--- src/rtl/dda_param_loader.sv ---
`timescale 1ns/1ps
// dda_param_loader: byte-stream frame loader for the Lorenz dda parameters.
// Frame: header 0xA5, then seven N-bit words (icx, icy, icz, sigma, beta, rho, dt),
// each MSB byte first. Optional trailing XOR checksum byte when DDA_LOADER_CHECKSUM_EN
// is defined; the default build has no checksum and err is tied low.
// Ports:
//   clk, rst               clock, synchronous active-high reset
//   in_data/in_valid/ready byte input handshake (transfer when valid & ready)
//   icx..dt                committed words, updated atomically at commit
//   run                    dda enable, high from a commit until the next header/error
//   start                  one-cycle pulse with each commit
//   err                    one-cycle pulse on checksum rejection
module dda_param_loader #(
    parameter int unsigned N  = 16,
    parameter int unsigned ES = 1
) (
    input  logic         clk,
    input  logic         rst,
    input  logic [7:0]   in_data,
    input  logic         in_valid,
    output logic         in_ready,
    output logic [N-1:0] icx,
    output logic [N-1:0] icy,
    output logic [N-1:0] icz,
    output logic [N-1:0] sigma,
    output logic [N-1:0] beta,
    output logic [N-1:0] rho,
    output logic [N-1:0] dt,
    output logic         run,
    output logic         start,
    output logic         err
);

    localparam int unsigned B     = N / 8;
    localparam int unsigned WORDS = 7;
    localparam int unsigned PAY   = WORDS * B;
    localparam int unsigned SW    = WORDS * N;
    localparam int unsigned CW    = $clog2(PAY + 1);
    localparam logic [7:0]  HDR   = 8'hA5;

    // ES has no datapath role; it only participates in the configuration sanity check.
    if ((N % 8) != 0 || N == 0 || ES >= N) begin : g_bad_cfg
        $error("dda_param_loader: N must be a non-zero multiple of 8 and ES < N");
    end

    typedef enum logic [1:0] {
        S_IDLE   = 2'd0,
        S_LOAD   = 2'd1,
`ifdef DDA_LOADER_CHECKSUM_EN
        S_CHECK  = 2'd2,
`endif
        S_COMMIT = 2'd3
    } state_e;

    state_e          state_q, state_d;
    logic [CW-1:0]   cnt_q, cnt_d;
    logic [SW-1:0]   shadow_q, shadow_d;
    logic [N-1:0]    word_q [WORDS];
    logic [N-1:0]    word_d [WORDS];
    logic            run_q, run_d;
    logic            start_q, start_d;

    logic            accept;
    logic            hdr_acc;
    logic            pay_acc;
    logic            commit;
    logic            csum_bad;
`ifdef DDA_LOADER_CHECKSUM_EN
    logic            csum_ok;
    logic [7:0]      csum_q, csum_d;
    logic            err_q, err_d;
`endif

    // State register
    always_ff @(posedge clk) begin
        if (rst) begin
            state_q <= S_IDLE;
        end else begin
            state_q <= state_d;
        end
    end

    // Next-state logic
    always_comb begin
        state_d = state_q;
        case (state_q)
            S_IDLE:   if (hdr_acc) state_d = S_LOAD;
            S_LOAD: begin
                if (pay_acc && cnt_q == CW'(PAY - 1)) begin
`ifdef DDA_LOADER_CHECKSUM_EN
                    state_d = S_CHECK;
`else
                    state_d = S_COMMIT;
`endif
                end
            end
`ifdef DDA_LOADER_CHECKSUM_EN
            S_CHECK: begin
                if (csum_ok)  state_d = S_COMMIT;
                if (csum_bad) state_d = S_IDLE;
            end
`endif
            S_COMMIT: state_d = S_IDLE;
            default:  state_d = S_IDLE;
        endcase
    end

    // State decode: handshake and datapath strobes
    always_comb begin
        in_ready = ~rst & (state_q != S_COMMIT);
        accept   = in_valid & in_ready;
        hdr_acc  = accept & (state_q == S_IDLE) & (in_data == HDR);
        pay_acc  = accept & (state_q == S_LOAD);
        commit   = (state_q == S_COMMIT);
`ifdef DDA_LOADER_CHECKSUM_EN
        csum_ok  = accept & (state_q == S_CHECK) & (in_data == csum_q);
        csum_bad = accept & (state_q == S_CHECK) & (in_data != csum_q);
`else
        csum_bad = 1'b0;
`endif
    end

    // Datapath next values: shadow shift-in, counter, commit of the seven words
    always_comb begin
        cnt_d    = cnt_q;
        shadow_d = shadow_q;
        run_d    = run_q;
        start_d  = 1'b0;
        for (int k = 0; k < int'(WORDS); k++) word_d[k] = word_q[k];
`ifdef DDA_LOADER_CHECKSUM_EN
        csum_d   = csum_q;
        err_d    = csum_bad;
`endif
        if (hdr_acc) begin
            cnt_d = '0;
            run_d = 1'b0;
`ifdef DDA_LOADER_CHECKSUM_EN
            csum_d = 8'h00;
`endif
        end
        if (pay_acc) begin
            // Shifting in MSB-first leaves icx in the top N bits after the last byte.
            shadow_d = {shadow_q[SW-9:0], in_data};
            cnt_d    = cnt_q + CW'(1);
`ifdef DDA_LOADER_CHECKSUM_EN
            csum_d   = csum_q ^ in_data;
`endif
        end
        if (commit) begin
            for (int k = 0; k < int'(WORDS); k++) begin
                word_d[k] = shadow_q[(int'(WORDS) - k) * int'(N) - 1 -: N];
            end
            run_d   = 1'b1;
            start_d = 1'b1;
        end
    end

    // Datapath registers
    always_ff @(posedge clk) begin
        if (rst) begin
            cnt_q    <= '0;
            shadow_q <= '0;
            for (int k = 0; k < int'(WORDS); k++) word_q[k] <= '0;
            run_q    <= 1'b0;
            start_q  <= 1'b0;
`ifdef DDA_LOADER_CHECKSUM_EN
            csum_q   <= 8'h00;
            err_q    <= 1'b0;
`endif
        end else begin
            cnt_q    <= cnt_d;
            shadow_q <= shadow_d;
            for (int k = 0; k < int'(WORDS); k++) word_q[k] <= word_d[k];
            run_q    <= run_d;
            start_q  <= start_d;
`ifdef DDA_LOADER_CHECKSUM_EN
            csum_q   <= csum_d;
            err_q    <= err_d;
`endif
        end
    end

    assign icx   = word_q[0];
    assign icy   = word_q[1];
    assign icz   = word_q[2];
    assign sigma = word_q[3];
    assign beta  = word_q[4];
    assign rho   = word_q[5];
    assign dt    = word_q[6];
    assign run   = run_q;
    assign start = start_q;
`ifdef DDA_LOADER_CHECKSUM_EN
    assign err   = err_q;
`else
    assign err   = 1'b0;
`endif

endmodule

--- config.mk ---
export PLATFORM = sky130hd
export DESIGN_NAME = dda_param_loader
export DESIGN_NICKNAME = d
export VERILOG_FILES = /design/src/rtl/dda_param_loader.sv
export SDC_FILE = /design/constraint.sdc
export NUM_CORES = 1
export LEC_CHECK = 0
export BUFFER_PORTS_ARGS = -buffer_cell sky130_fd_sc_hd__buf_2
export CORE_MARGIN = 2
export CORE_UTILIZATION = 60
export DETAILED_ROUTE_END_ITERATION = 6
export GPL_TIMING_DRIVEN = 0
export PLACE_DENSITY = 0.85
export SLEW_MARGIN = 40
export SYNTH_ARGS = -nofsm -noshare
export SYNTH_HDL_FRONTEND = slang
export SYNTH_SLANG_ARGS = --single-unit
--- constraint.sdc ---
create_clock -name clk -period 2.99 [get_ports clk]
set_input_delay 0.1495 -clock clk [delete_from_list [all_inputs] [get_ports clk]]
set_output_delay 0.1495 -clock clk [all_outputs]
set_load 0.02 [all_outputs]
## Yosys cells after proc, flatten, opt, wreduce, memory -nomap -nowiden

Memories as Yosys holds them, arrays and structs flattened.
Cells that the tools add are included.

| cells by class | value |
|---|---|
| add/subtract/negate cells | 1 |
| eq/ne operators | 7 |
| muxes and demuxes | 19 |
| bitwise logic cells | 13 |
| reductions and logical operators | 5 |

Operators with widths:

| operator | count |
|---|---|
| two-way mux 112 bit | 1 |
| two-way mux 16 bit | 7 |
| == test 8 bit, second input constant | 1 |
| two-way mux 4 bit | 2 |
| OR 1 bit | 7 |
| two-way mux 1 bit | 6 |
| != test 2 bit, second input constant | 3 |
| AND 1 bit | 5 |
| adder 4 x 1 -> 4 bit, second input constant | 1 |
| == test 4 bit, second input constant | 1 |
| two-way mux 2 bit | 2 |
| case mux 2 bit (2 select lines) | 1 |
| nonzero test 2 bit | 2 |
| == test 2 x 1 -> 1 bit, second input constant | 1 |
| == test 2 bit, second input constant | 1 |
| logical NOT 2 bit | 1 |
| AND reduction 2 bit | 1 |
| logical AND 1 bit | 1 |
| inverter 1 bit | 1 |

| word-level totals | value |
|---|---|
| register bits | 120 |
| bits in writable memories | 112 |
| input bits | 11 |
| output and inout bits | 116 |
| word-level logic and storage cells | 51 |
| memories | 1 |

Memories:

| memory | words | width | read ports | clocked after Yosys merged registers in | wr ports | line | text |
|---|---|---|---|---|---|---|---|
| word_q | 7 | 16 | 7 | 0 | 7 | 58 | `logic [N-1:0] word_q [WORDS];` |

## Logic depth before layout (Yosys ltp)

Gate-level depths: netlist of the first run.

| logic depth | value |
|---|---|
| word-level depth | 7 |
| gate-level depth with buffers | 8 |

## Least setup slack after synthesis of the first run

Ideal clock, no wire load.

| timing path | value |
|---|---|
| kind | reg2reg |
| start point | reg state_q[1] |
| end point | reg shadow_q[60] |
| library setup time | 124 ps |
| data arrival time | 1269 ps |
| required time | 2866 ps |
| path slack | 1597 ps |
| cell stages (with the launch flop) | 7 |
| buffers on the path | 4 |
| clock period less this slack | 1393 ps |
| path through | dfxtp_1 buf_4 and4bb_1 buf_6 buf_8 clkbuf_2 o21ai_2 |

| between the ends | value |
|---|---|
| longest elaborated chain between the ends | 4 |
| elaborated cells on any way between the ends | 5 |
| those cells by class | eq/ne: 2; bitwise: 3 |

Ends and longest elaborated chain:

| item | line | text |
|---|---|---|
| start, declared | 55 | `state_e state_q, state_d;` |
| start signal, assigned | 79 | `state_q <= state_d;` |
| != test 2 bit | 110 | `in_ready = ~rst & (state_q != S_COMMIT);` |
| AND 1 bit | 110 |  |
| AND 1 bit | 111 | `accept = in_valid & in_ready;` |
| AND 1 bit (*) | 113 | `pay_acc = accept & (state_q == S_LOAD);` |
| end signal, assigned | 172 | `shadow_q <= shadow_d;` |
| end, declared | 57 | `logic [SW-1:0] shadow_q, shadow_d;` |

Every way passes the cells marked *; elsewhere a longest branch is shown, timed or not.
A chain may end at the register's enable or synchronous reset.

## Worst setup path after layout of the first run

| timing path | value |
|---|---|
| start point | reg state_q[0] |
| end point | out in_ready |

| between the ends | value |
|---|---|
| longest elaborated chain between the ends | 2 |

Ends and longest elaborated chain:

| item | line | text |
|---|---|---|
| != test 2 bit | 110 |  |
| AND 1 bit | 110 |  |
| end, declared | 21 | `output logic in_ready,` |

No other way between the ends.

==> results of run 1 <==
[worst max path at each step]
stage	startpoint	endpoint	slack, ps	cells after the start
2_1_floorplan	state_q[1]	shadow_q[60]	1600	6
3_3_place_gp	state_q[0]	word_q[1][45]	1080	5
3_5_place_dp	state_q[0]	word_q[0][3]	1110	5
4_1_cts	state_q[0]	in_ready	890	4
5_1_grt	state_q[0]	in_ready	780	4
6_report	state_q[0]	in_ready	890	4
[final cells by class]
type	instances	share of cell area (%)
multi-input cells	485	32.5
well taps	176	2.22
clock inverters	1	0.0505
clock buffers	36	7.20
repair buffers	132	7.06
plain buffers	66	4.07
diodes	1	0.0252
flip-flops and latches	232	46.8
inverters	2	0.0757
[power groups by stage]
stage,registers (µW),logic [µW],clock network [µW]
after CTS,3090,106,2760
after global placement,3160,96.5,0
after global routing,3090,115,2900
after floorplan,3160,66.8,0
after detailed placement,3160,97.4,0
final,3090,106,2730
[cells in the mapped netlist (3+ instances only)]
| cell type | count | area (µm²) |
|---|---|---|
| a22o_1 | 112 | 981 |
| buf_12 | 5 | 100 |
| buf_2 | 23 | 115 |
| buf_4 | 3 | 22.5 |
| clkbuf_1 | 27 | 101 |
| clkbuf_2 | 4 | 20.0 |
| dfxtp_1 | 232 | 4640 |
| nand2_1 | 74 | 278 |
| nand2_2 | 40 | 250 |
| nand2b_1 | 112 | 701 |
| nor2_1 | 4 | 15.0 |
| nor2b_1 | 3 | 18.8 |
| o21ai_0 | 65 | 325 |
| o21ai_2 | 48 | 420 |
[logic make-up after synthesis]
logic type / share of synthesized area, %
and+or+nand+nor: 16.7
AOI/OAI and AO/OA: 21.9
DFF: 56.1
buffers and inverters: 4.97
adders and majority gates: 0.302
other: 0.0453
[routing by layer]
metal | GRT usage, % | vias up
met5 | 0 | -
met4 | 6.25 | 0
met3 | 4.09 | 27
met2 | 40.2 | 139
met1 | 34.7 | 2948
li1 | - | 3033
[state kept, by name, indices dropped and copies added, names as in the netlist]
name / flops
start: 1
state_q: 2
run: 1
shadow_q: 112
word_q: 112
cnt_q: 4
[critical path, stage by stage, from the launching register on]
cell	delay [ps]
dfxtp_1	300
buf_2	170
a21oi_2	320
buf_1	410
buf_2	250
[stage by stage]
| stage | hold slack [ps] | worst slack [ps] | total power, µW | cells |
|---|---|---|---|---|
| 2_1_floorplan | 258 | 1600 | 3230 | 785 |
| 3_3_place_gp | 367 | 1080 | 3260 | 1085 |
| 3_5_place_dp | 372 | 1110 | 3260 | 1085 |
| 4_1_cts | 82.1 | 885 | 5950 | 1130 |
| 5_1_grt | 123 | 779 | 6100 | 1131 |
| 6_report | 97.2 | 895 | 5920 | 1131 |
==> report_table.html, run 1 <==
<table>
<tr><th>Metric</th><th>Value</th></tr>
<tr><th colspan="2">Worst setup path</th></tr>
<tr><td>Data required time of the worst path</td><td>2840 ps</td></tr>
<tr><td>Worst setup SP type</td><td>register</td></tr>
<tr><td>Startpoint of the most critical register-to-register path</td><td>state_q[0]</td></tr>
<tr><td>CP arrival</td><td>1950 ps</td></tr>
<tr><td>CP endpoint kind</td><td>primary output</td></tr>
<tr><td>Class of the most critical setup path</td><td>reg2out</td></tr>
<tr><td>Reg2Reg Depth</td><td>5</td></tr>
<tr><td>Register-to-register setup slack</td><td>1080 ps</td></tr>
<tr><td>Worst R2R End</td><td>word_q[0][3]</td></tr>
<tr><td>Critical path peak fanout</td><td>10</td></tr>
<tr><th colspan="2">Drt</th></tr>
<tr><td>WL final</td><td>18200 µm</td></tr>
<tr><td>Via density per instance</td><td>5.44</td></tr>
<tr><td>Highest Signal Layer</td><td>met4</td></tr>
<tr><td>Wirelength per Cell</td><td>16.1 µm</td></tr>
<tr><td>DR vias</td><td>6147</td></tr>
<tr><td>Drc violations</td><td>0</td></tr>
<tr><td>Detailed-routed wire length on met2</td><td>8390 µm</td></tr>
<tr><td>Initial detailed-routing violation count</td><td>332</td></tr>
<tr><td>DR pass1 iterations</td><td>4</td></tr>
<tr><td>Routed wl met3</td><td>940 µm</td></tr>
<tr><td>Post-route antenna net violation count</td><td>0</td></tr>
<tr><td>Total routed wire length on the met1 layer</td><td>8570 µm</td></tr>
<tr><th colspan="2">Min path</th></tr>
<tr><td>Hold/Removal Path Class</td><td>in2reg</td></tr>
<tr><td>Min-Delay Endpoint</td><td>state_q[1]</td></tr>
<tr><td>Worst hold path startpoint</td><td>in_valid</td></tr>
<tr><td>Number of stages on the worst hold path</td><td>3</td></tr>
<tr><th colspan="2">Power and ir drop</th></tr>
<tr><td>Fraction of power consumed by the clock network</td><td>46.0%</td></tr>
<tr><td>Sw Ratio</td><td>19.8%</td></tr>
<tr><td>Worst vdd ir</td><td>489 µV</td></tr>
<tr><td>Power dissipated by switching net loads</td><td>1170 µW</td></tr>
<tr><td>Part of the power in registers</td><td>52.2%</td></tr>
<tr><td>Power share of the combinational group</td><td>1.8%</td></tr>
<tr><td>Internal power</td><td>4750 µW</td></tr>
<tr><td>Total power density per cell area</td><td>597 mW/mm²</td></tr>
<tr><td>Static leakage</td><td>0.00412 µW</td></tr>
<tr><th colspan="2">Floorplanning</th></tr>
<tr><td>Die Ht</td><td>121 µm</td></tr>
<tr><td>Placeable core region</td><td>0.0133 mm²</td></tr>
<tr><td>Effective utilization at floorplan</td><td>62.0%</td></tr>
<tr><td>IO Count</td><td>127</td></tr>
<tr><td>Die width</td><td>121 µm</td></tr>
<tr><td>Placement row count</td><td>42</td></tr>
<tr><td>Die footprint</td><td>0.0148 mm²</td></tr>
<tr><th colspan="2">Final layout</th></tr>
<tr><td>Most common cell after layout, fill and taps aside</td><td>dfxtp_1</td></tr>
<tr><td>Final cell area excluding filler cells</td><td>0.00992 mm²</td></tr>
<tr><td>Fraction of the core area covered by cells at the end of the flow</td><td>74.3%</td></tr>
<tr><td>Number of nets in the layout</td><td>954</td></tr>
<tr><td>Area used by sequential logic in the layout</td><td>0.00464 mm²</td></tr>
<tr><td>Most frequent cells in the layout</td><td>dfxtp_1 (232), buf_2 (147), nand2b_1 (112), a22o_1 (112), nand2_1 (74)</td></tr>
<tr><td>Footprint of the multi-input gates</td><td>0.00322 mm²</td></tr>
<tr><td>Fillcell total</td><td>956</td></tr>
<tr><td>Signed area change from the synthesized netlist to the final layout</td><td>19.8%</td></tr>
<tr><td>Fraction of layout cells with a size suffix above 1</td><td>30.2%</td></tr>
<tr><th colspan="2">Logic synthesis</th></tr>
<tr><td>Cell area after technology mapping</td><td>0.00828 mm²</td></tr>
<tr><td>Cell variety after synth</td><td>39</td></tr>
<tr><td>Ys flop type</td><td>dfxtp_1</td></tr>
<tr><td>Number of enable flip-flop cells after synthesis</td><td>0</td></tr>
<tr><td>Mapped Avg Cell Area</td><td>10.5 µm²</td></tr>
<tr><td>Synth Register Bits</td><td>232</td></tr>
<tr><td>Proportion of synthesized chip area in sequential cells</td><td>56.1%</td></tr>
<tr><td>Gate count of the mapped netlist</td><td>785</td></tr>
<tr><td>Yosys warning count</td><td>0</td></tr>
<tr><td>Net count after synthesis</td><td>798</td></tr>
<tr><td>Ys async rst share</td><td>0%</td></tr>
<tr><th colspan="2">Run status</th></tr>
<tr><td>Outcome</td><td>finished, final reports clean</td></tr>
<tr><th colspan="2">Timing</th></tr>
<tr><td>Count of endpoints failing hold in the final timing report</td><td>0</td></tr>
<tr><td>Total Negative Setup Slacks</td><td>0 ps</td></tr>
<tr><td>Final setup viols</td><td>0</td></tr>
<tr><td>Max Transition Viols Final</td><td>0</td></tr>
<tr><td>Clock Skews</td><td>12.4 ps</td></tr>
<tr><td>Worst Max-Slew Pin Slew</td><td>601 ps</td></tr>
<tr><td>Maximum clock frequency</td><td>477 MHz</td></tr>
<tr><td>Final critical-path share of the clock period</td><td>70.1%</td></tr>
<tr><td>Relative slew margins</td><td>59.9%</td></tr>
<tr><td>Unrepaired setup endpoints after global routing</td><td>false</td></tr>
<tr><td>Final min period</td><td>2100 ps</td></tr>
<tr><th colspan="2">Global route</th></tr>
<tr><td>Pin count of the biggest net entering global routing</td><td>15</td></tr>
<tr><td>Number of global-route vias before repair</td><td>5895</td></tr>
<tr><td>Gr ovfl total</td><td>0</td></tr>
<tr><td>Overall fraction of global-route tracks in use</td><td>24.8%</td></tr>
<tr><td>Wire length of the first global-routing pass</td><td>29900 µm</td></tr>
<tr><td>Number of antenna violations at the first check in global routing</td><td>1</td></tr>
<tr><th colspan="2">Clock tree</th></tr>
<tr><td>Clock slew at reported path FFs</td><td>60 ps</td></tr>
<tr><td>Worst skew pair latency</td><td>490 ps</td></tr>
<tr><td>Deepest clock path buffer count</td><td>3</td></tr>
<tr><td>Number of instances resized during post-cts repair</td><td>0</td></tr>
<tr><td>H-tree Lvls</td><td>1</td></tr>
<tr><td>TritonCTS clock tree</td><td>built</td></tr>
<tr><td>Clock root cell</td><td>clkbuf_16</td></tr>
<tr><td>Number of buffers inserted by hold repair at cts</td><td>8</td></tr>
<tr><td>Buffer count from post-CTS setup fixing</td><td>0</td></tr>
<tr><td>Number of buffers created by CTS</td><td>22</td></tr>
<tr><td>TritonCTS Sinks</td><td>232</td></tr>
<tr><th colspan="2">Place</th></tr>
<tr><td>Final weighted congestion of routability-driven global placement</td><td>0.828</td></tr>
<tr><td>Placed cell areas</td><td>0.00912 mm²</td></tr>
<tr><td>Detail Placement HPWL</td><td>12500 µm</td></tr>
<tr><td>Number of input and output port buffers inserted</td><td>124</td></tr>
<tr><th colspan="2">Run</th></tr>
<tr><td>MaxCap Viol Count</td><td>0</td></tr>
</table>
No activity file was read; power rests on OpenSTA's default activity.
==> run 2: changes to the inputs <==
CORE_UTILIZATION = 51   (was 60)
PLACE_DENSITY = 0.77   (was 0.85)
clock period = 1.72 ns   (was 2.99 ns; I/O delays follow)
==> run 2 against run 1 <==
Against the previous run: die area rose by 17%; clock power rose by 89%; flip-flop and latch count is the same; core utilization decreased by 11 points; setup slack got worse by 810 ps; non-clock buffer count rose by 1; count of clock-buffer cells in the layout decreased by 7; critical path type unchanged.
==> report_table.html, run 2 (synthesized netlist as in run 1, its figures left out) <==
<table>
<tr><th>Metric</th><th>Value</th></tr>
<tr><th colspan="2">Clock tree</th></tr>
<tr><td>Deepest clock path buffer count</td><td>3</td></tr>
<tr><td>Number of buffers created by CTS</td><td>23</td></tr>
<tr><td>H-tree Lvls</td><td>1</td></tr>
<tr><td>Worst skew pair latency</td><td>500 ps</td></tr>
<tr><td>TritonCTS clock tree</td><td>built</td></tr>
<tr><td>TritonCTS Sinks</td><td>232</td></tr>
<tr><td>Clock root cell</td><td>clkbuf_16</td></tr>
<tr><td>Clock slew at reported path FFs</td><td>60 ps</td></tr>
<tr><th colspan="2">Global route</th></tr>
<tr><td>Number of antenna violations at the first check in global routing</td><td>0</td></tr>
<tr><td>Number of global-route vias before repair</td><td>5783</td></tr>
<tr><td>Wire length of the first global-routing pass</td><td>30400 µm</td></tr>
<tr><td>Overall fraction of global-route tracks in use</td><td>21.0%</td></tr>
<tr><td>Gr ovfl total</td><td>0</td></tr>
<tr><td>Pin count of the biggest net entering global routing</td><td>15</td></tr>
<tr><th colspan="2">Worst setup path</th></tr>
<tr><td>Reg2Reg Depth</td><td>5</td></tr>
<tr><td>CP endpoint kind</td><td>primary output</td></tr>
<tr><td>Sum of buffers and inverters on the critical path</td><td>3</td></tr>
<tr><td>Startpoint of the most critical register-to-register path</td><td>state_q[0]</td></tr>
<tr><td>Class of the most critical setup path</td><td>reg2out</td></tr>
<tr><td>Most frequent cell on the critical path</td><td>buf_2</td></tr>
<tr><td>Family of cells with the greatest summed delay on the critical path</td><td>buffers and inverters</td></tr>
<tr><td>CP cell instances</td><td>buf_2 &gt; a21oi_4 &gt; buf_4 &gt; buf_2</td></tr>
<tr><td>Slowest stage delay, CP</td><td>290 ps</td></tr>
<tr><td>Data required time of the worst path</td><td>1630 ps</td></tr>
<tr><td>Worst R2R End</td><td>word_q[1][16]</td></tr>
<tr><td>Register-to-register setup slack</td><td>120 ps</td></tr>
<tr><td>CP arrival</td><td>1550 ps</td></tr>
<tr><td>Critical path peak fanout</td><td>10</td></tr>
<tr><td>Worst setup SP type</td><td>register</td></tr>
<tr><td>Standard cell with the maximum stage delay on the critical path</td><td>dfxtp_1</td></tr>
<tr><th colspan="2">Timing</th></tr>
<tr><td>Final min period</td><td>1630 ps</td></tr>
<tr><td>Max Transition Viols Final</td><td>0</td></tr>
<tr><td>Final critical-path share of the clock period</td><td>95.0%</td></tr>
<tr><td>Final setup viols</td><td>0</td></tr>
<tr><td>Relative slew margins</td><td>59.1%</td></tr>
<tr><td>Clock Skews</td><td>11.9 ps</td></tr>
<tr><td>Count of endpoints failing hold in the final timing report</td><td>0</td></tr>
<tr><td>PnR worst setup slack</td><td>85.9 ps</td></tr>
<tr><td>Unrepaired setup endpoints after global routing</td><td>false</td></tr>
<tr><td>Worst Max-Slew Pin Slew</td><td>614 ps</td></tr>
<tr><td>Maximum clock frequency</td><td>612 MHz</td></tr>
<tr><th colspan="2">Drt</th></tr>
<tr><td>Post-route antenna net violation count</td><td>0</td></tr>
<tr><td>Via density per instance</td><td>5.14</td></tr>
<tr><td>Wirelength per Cell</td><td>15.7 µm</td></tr>
<tr><td>Initial detailed-routing violation count</td><td>372</td></tr>
<tr><td>Drc violations</td><td>0</td></tr>
<tr><td>WL final</td><td>18500 µm</td></tr>
<tr><td>DR pass1 iterations</td><td>4</td></tr>
<tr><td>DR vias</td><td>6035</td></tr>
<tr><th colspan="2">Floorplanning</th></tr>
<tr><td>IO Count</td><td>127</td></tr>
<tr><td>Effective utilization at floorplan</td><td>52.1%</td></tr>
<tr><td>Die Ht</td><td>131 µm</td></tr>
<tr><td>Die width</td><td>131 µm</td></tr>
<tr><td>Placeable core region</td><td>0.0159 mm²</td></tr>
<tr><td>Die footprint</td><td>0.0173 mm²</td></tr>
<tr><td>Placement row count</td><td>46</td></tr>
<tr><th colspan="2">Power and ir drop</th></tr>
<tr><td>Worst vdd ir</td><td>831 µV</td></tr>
<tr><td>Total power density per cell area</td><td>1070 mW/mm²</td></tr>
<tr><td>Design Power</td><td>10700 µW</td></tr>
<tr><td>Static leakage</td><td>0.00417 µW</td></tr>
<tr><th colspan="2">Place</th></tr>
<tr><td>Final weighted congestion of routability-driven global placement</td><td>0.782</td></tr>
<tr><td>Worst slack, placed</td><td>-253 ps</td></tr>
<tr><td>Detail Placement HPWL</td><td>12600 µm</td></tr>
<tr><td>Number of input and output port buffers inserted</td><td>124</td></tr>
<tr><th colspan="2">Final layout</th></tr>
<tr><td>Most common cell after layout, fill and taps aside</td><td>dfxtp_1</td></tr>
<tr><td>Fraction of layout cells with a size suffix above 1</td><td>31.1%</td></tr>
<tr><td>Signed area change from the synthesized netlist to the final layout</td><td>21.6%</td></tr>
<tr><td>Fillcell total</td><td>1359</td></tr>
<tr><td>Number of nets in the layout</td><td>956</td></tr>
<tr><td>Largest registers</td><td>shadow_q: 112 flops, word_q: 112 flops, cnt_q: 4 flops</td></tr>
<tr><td>Number of diodes</td><td>0</td></tr>
<tr><td>Most frequent cells in the layout</td><td>dfxtp_1 (232), buf_2 (147), nand2b_1 (112), a22o_1 (112), nand2_1 (74)</td></tr>
<tr><th colspan="2">Min path</th></tr>
<tr><td>Hold/Removal Path Class</td><td>in2reg</td></tr>
<tr><td>Min-Delay Endpoint</td><td>state_q[1]</td></tr>
<tr><td>Worst hold path startpoint</td><td>in_valid</td></tr>
<tr><td>Number of stages on the worst hold path</td><td>3</td></tr>
<tr><th colspan="2">Run</th></tr>
<tr><td>MaxCap Viol Count</td><td>0</td></tr>
<tr><th colspan="2">Run status</th></tr>
<tr><td>Outcome</td><td>finished, final reports clean</td></tr>
</table>
==> run 2: cell types whose count changed in the layout (fill, tap and decap cells not counted), sizes merged <==
cell    previous run  this run
clkbuf            67        59
bufinv             0         4
diode              1         0
clkinv             1         8
buf              159       161
==> run 2: cell type report <==
cell class	instances	area (µm²)	share of cell area (%)
buffer	66	417	4.14
clock buffer	29	618	6.14
clock inverter	12	160	1.59
inverter	2	7.51	0.0746
multi-input combinational	485	3240	32.2
sequential	232	4640	46.2
tap	216	270	2.69
timing repair buffer	133	708	7.04
==> run 2: per-stage QoR <==
step / instance area, µm² / hold WS (ps) / std cells / setup TNS [ps] / util (%)
final: 10100 / 49.9 / 1175 / 0 / 63.3
after global routing: 10100 / 67.3 / 1175 / 0 / 63.3
after CTS: 10000 / 18.1 / 1174 / 0 / 63.2
after detailed placement: 9170 / 300 / 1125 / -15730 / 57.7
after global placement: 9170 / 294 / 1125 / -10370 / 57.7
after floorplan: 8280 / 195 / 785 / 0 / -
==> run 2: power breakdown <==
group	switching (µW)	total (µW)	internal (µW)
clock network	2030	5170	3140
registers	0.213	5370	5370
logic	110	191	81.1
total	2140	10700	8590
==> run 2: layer usage <==
| metal | wire [µm] | up-vias | track usage, % |
|---|---|---|---|
| met3 | 802 | 23 | 3.24 |
| met2 | 8240 | 142 | 33.2 |
| met1 | 9060 | 2839 | 30.4 |
| met4 | 355 | 0 | 5.19 |
| met5 | 0 | - | 0 |
| li1 | - | 3031 | - |
==> run 2: how the worst max path moves through the flow <==
stage	startpoint	endpoint	slack (ps)	cells past startpoint
after floorplan	state_q[1]	shadow_q[60]	330	6
after global placement	state_q[0]	word_q[1][41]	-180	5
after global routing	state_q[0]	shadow_q[104]	6	5
final	state_q[0]	in_ready	90	4
after detailed placement	state_q[0]	word_q[0][2]	-250	5
after CTS	state_q[0]	in_ready	0.6	4
==> run 2: tightest hold or removal path, delay by kind of cell <==
| family | cells | cell delay [ps] |
|---|---|---|
| simple gates | 2 | 290 |
| buf+inv | 1 | 140 |
==> run 2: what timing repair did <==
item,CTS,global route
hold buffers,8,0
endpoints found under the setup margin,77,87
endpoints found under the hold margin,8,0
pin swaps,1,1
setup buffers,0,1
resized for setup,6,8
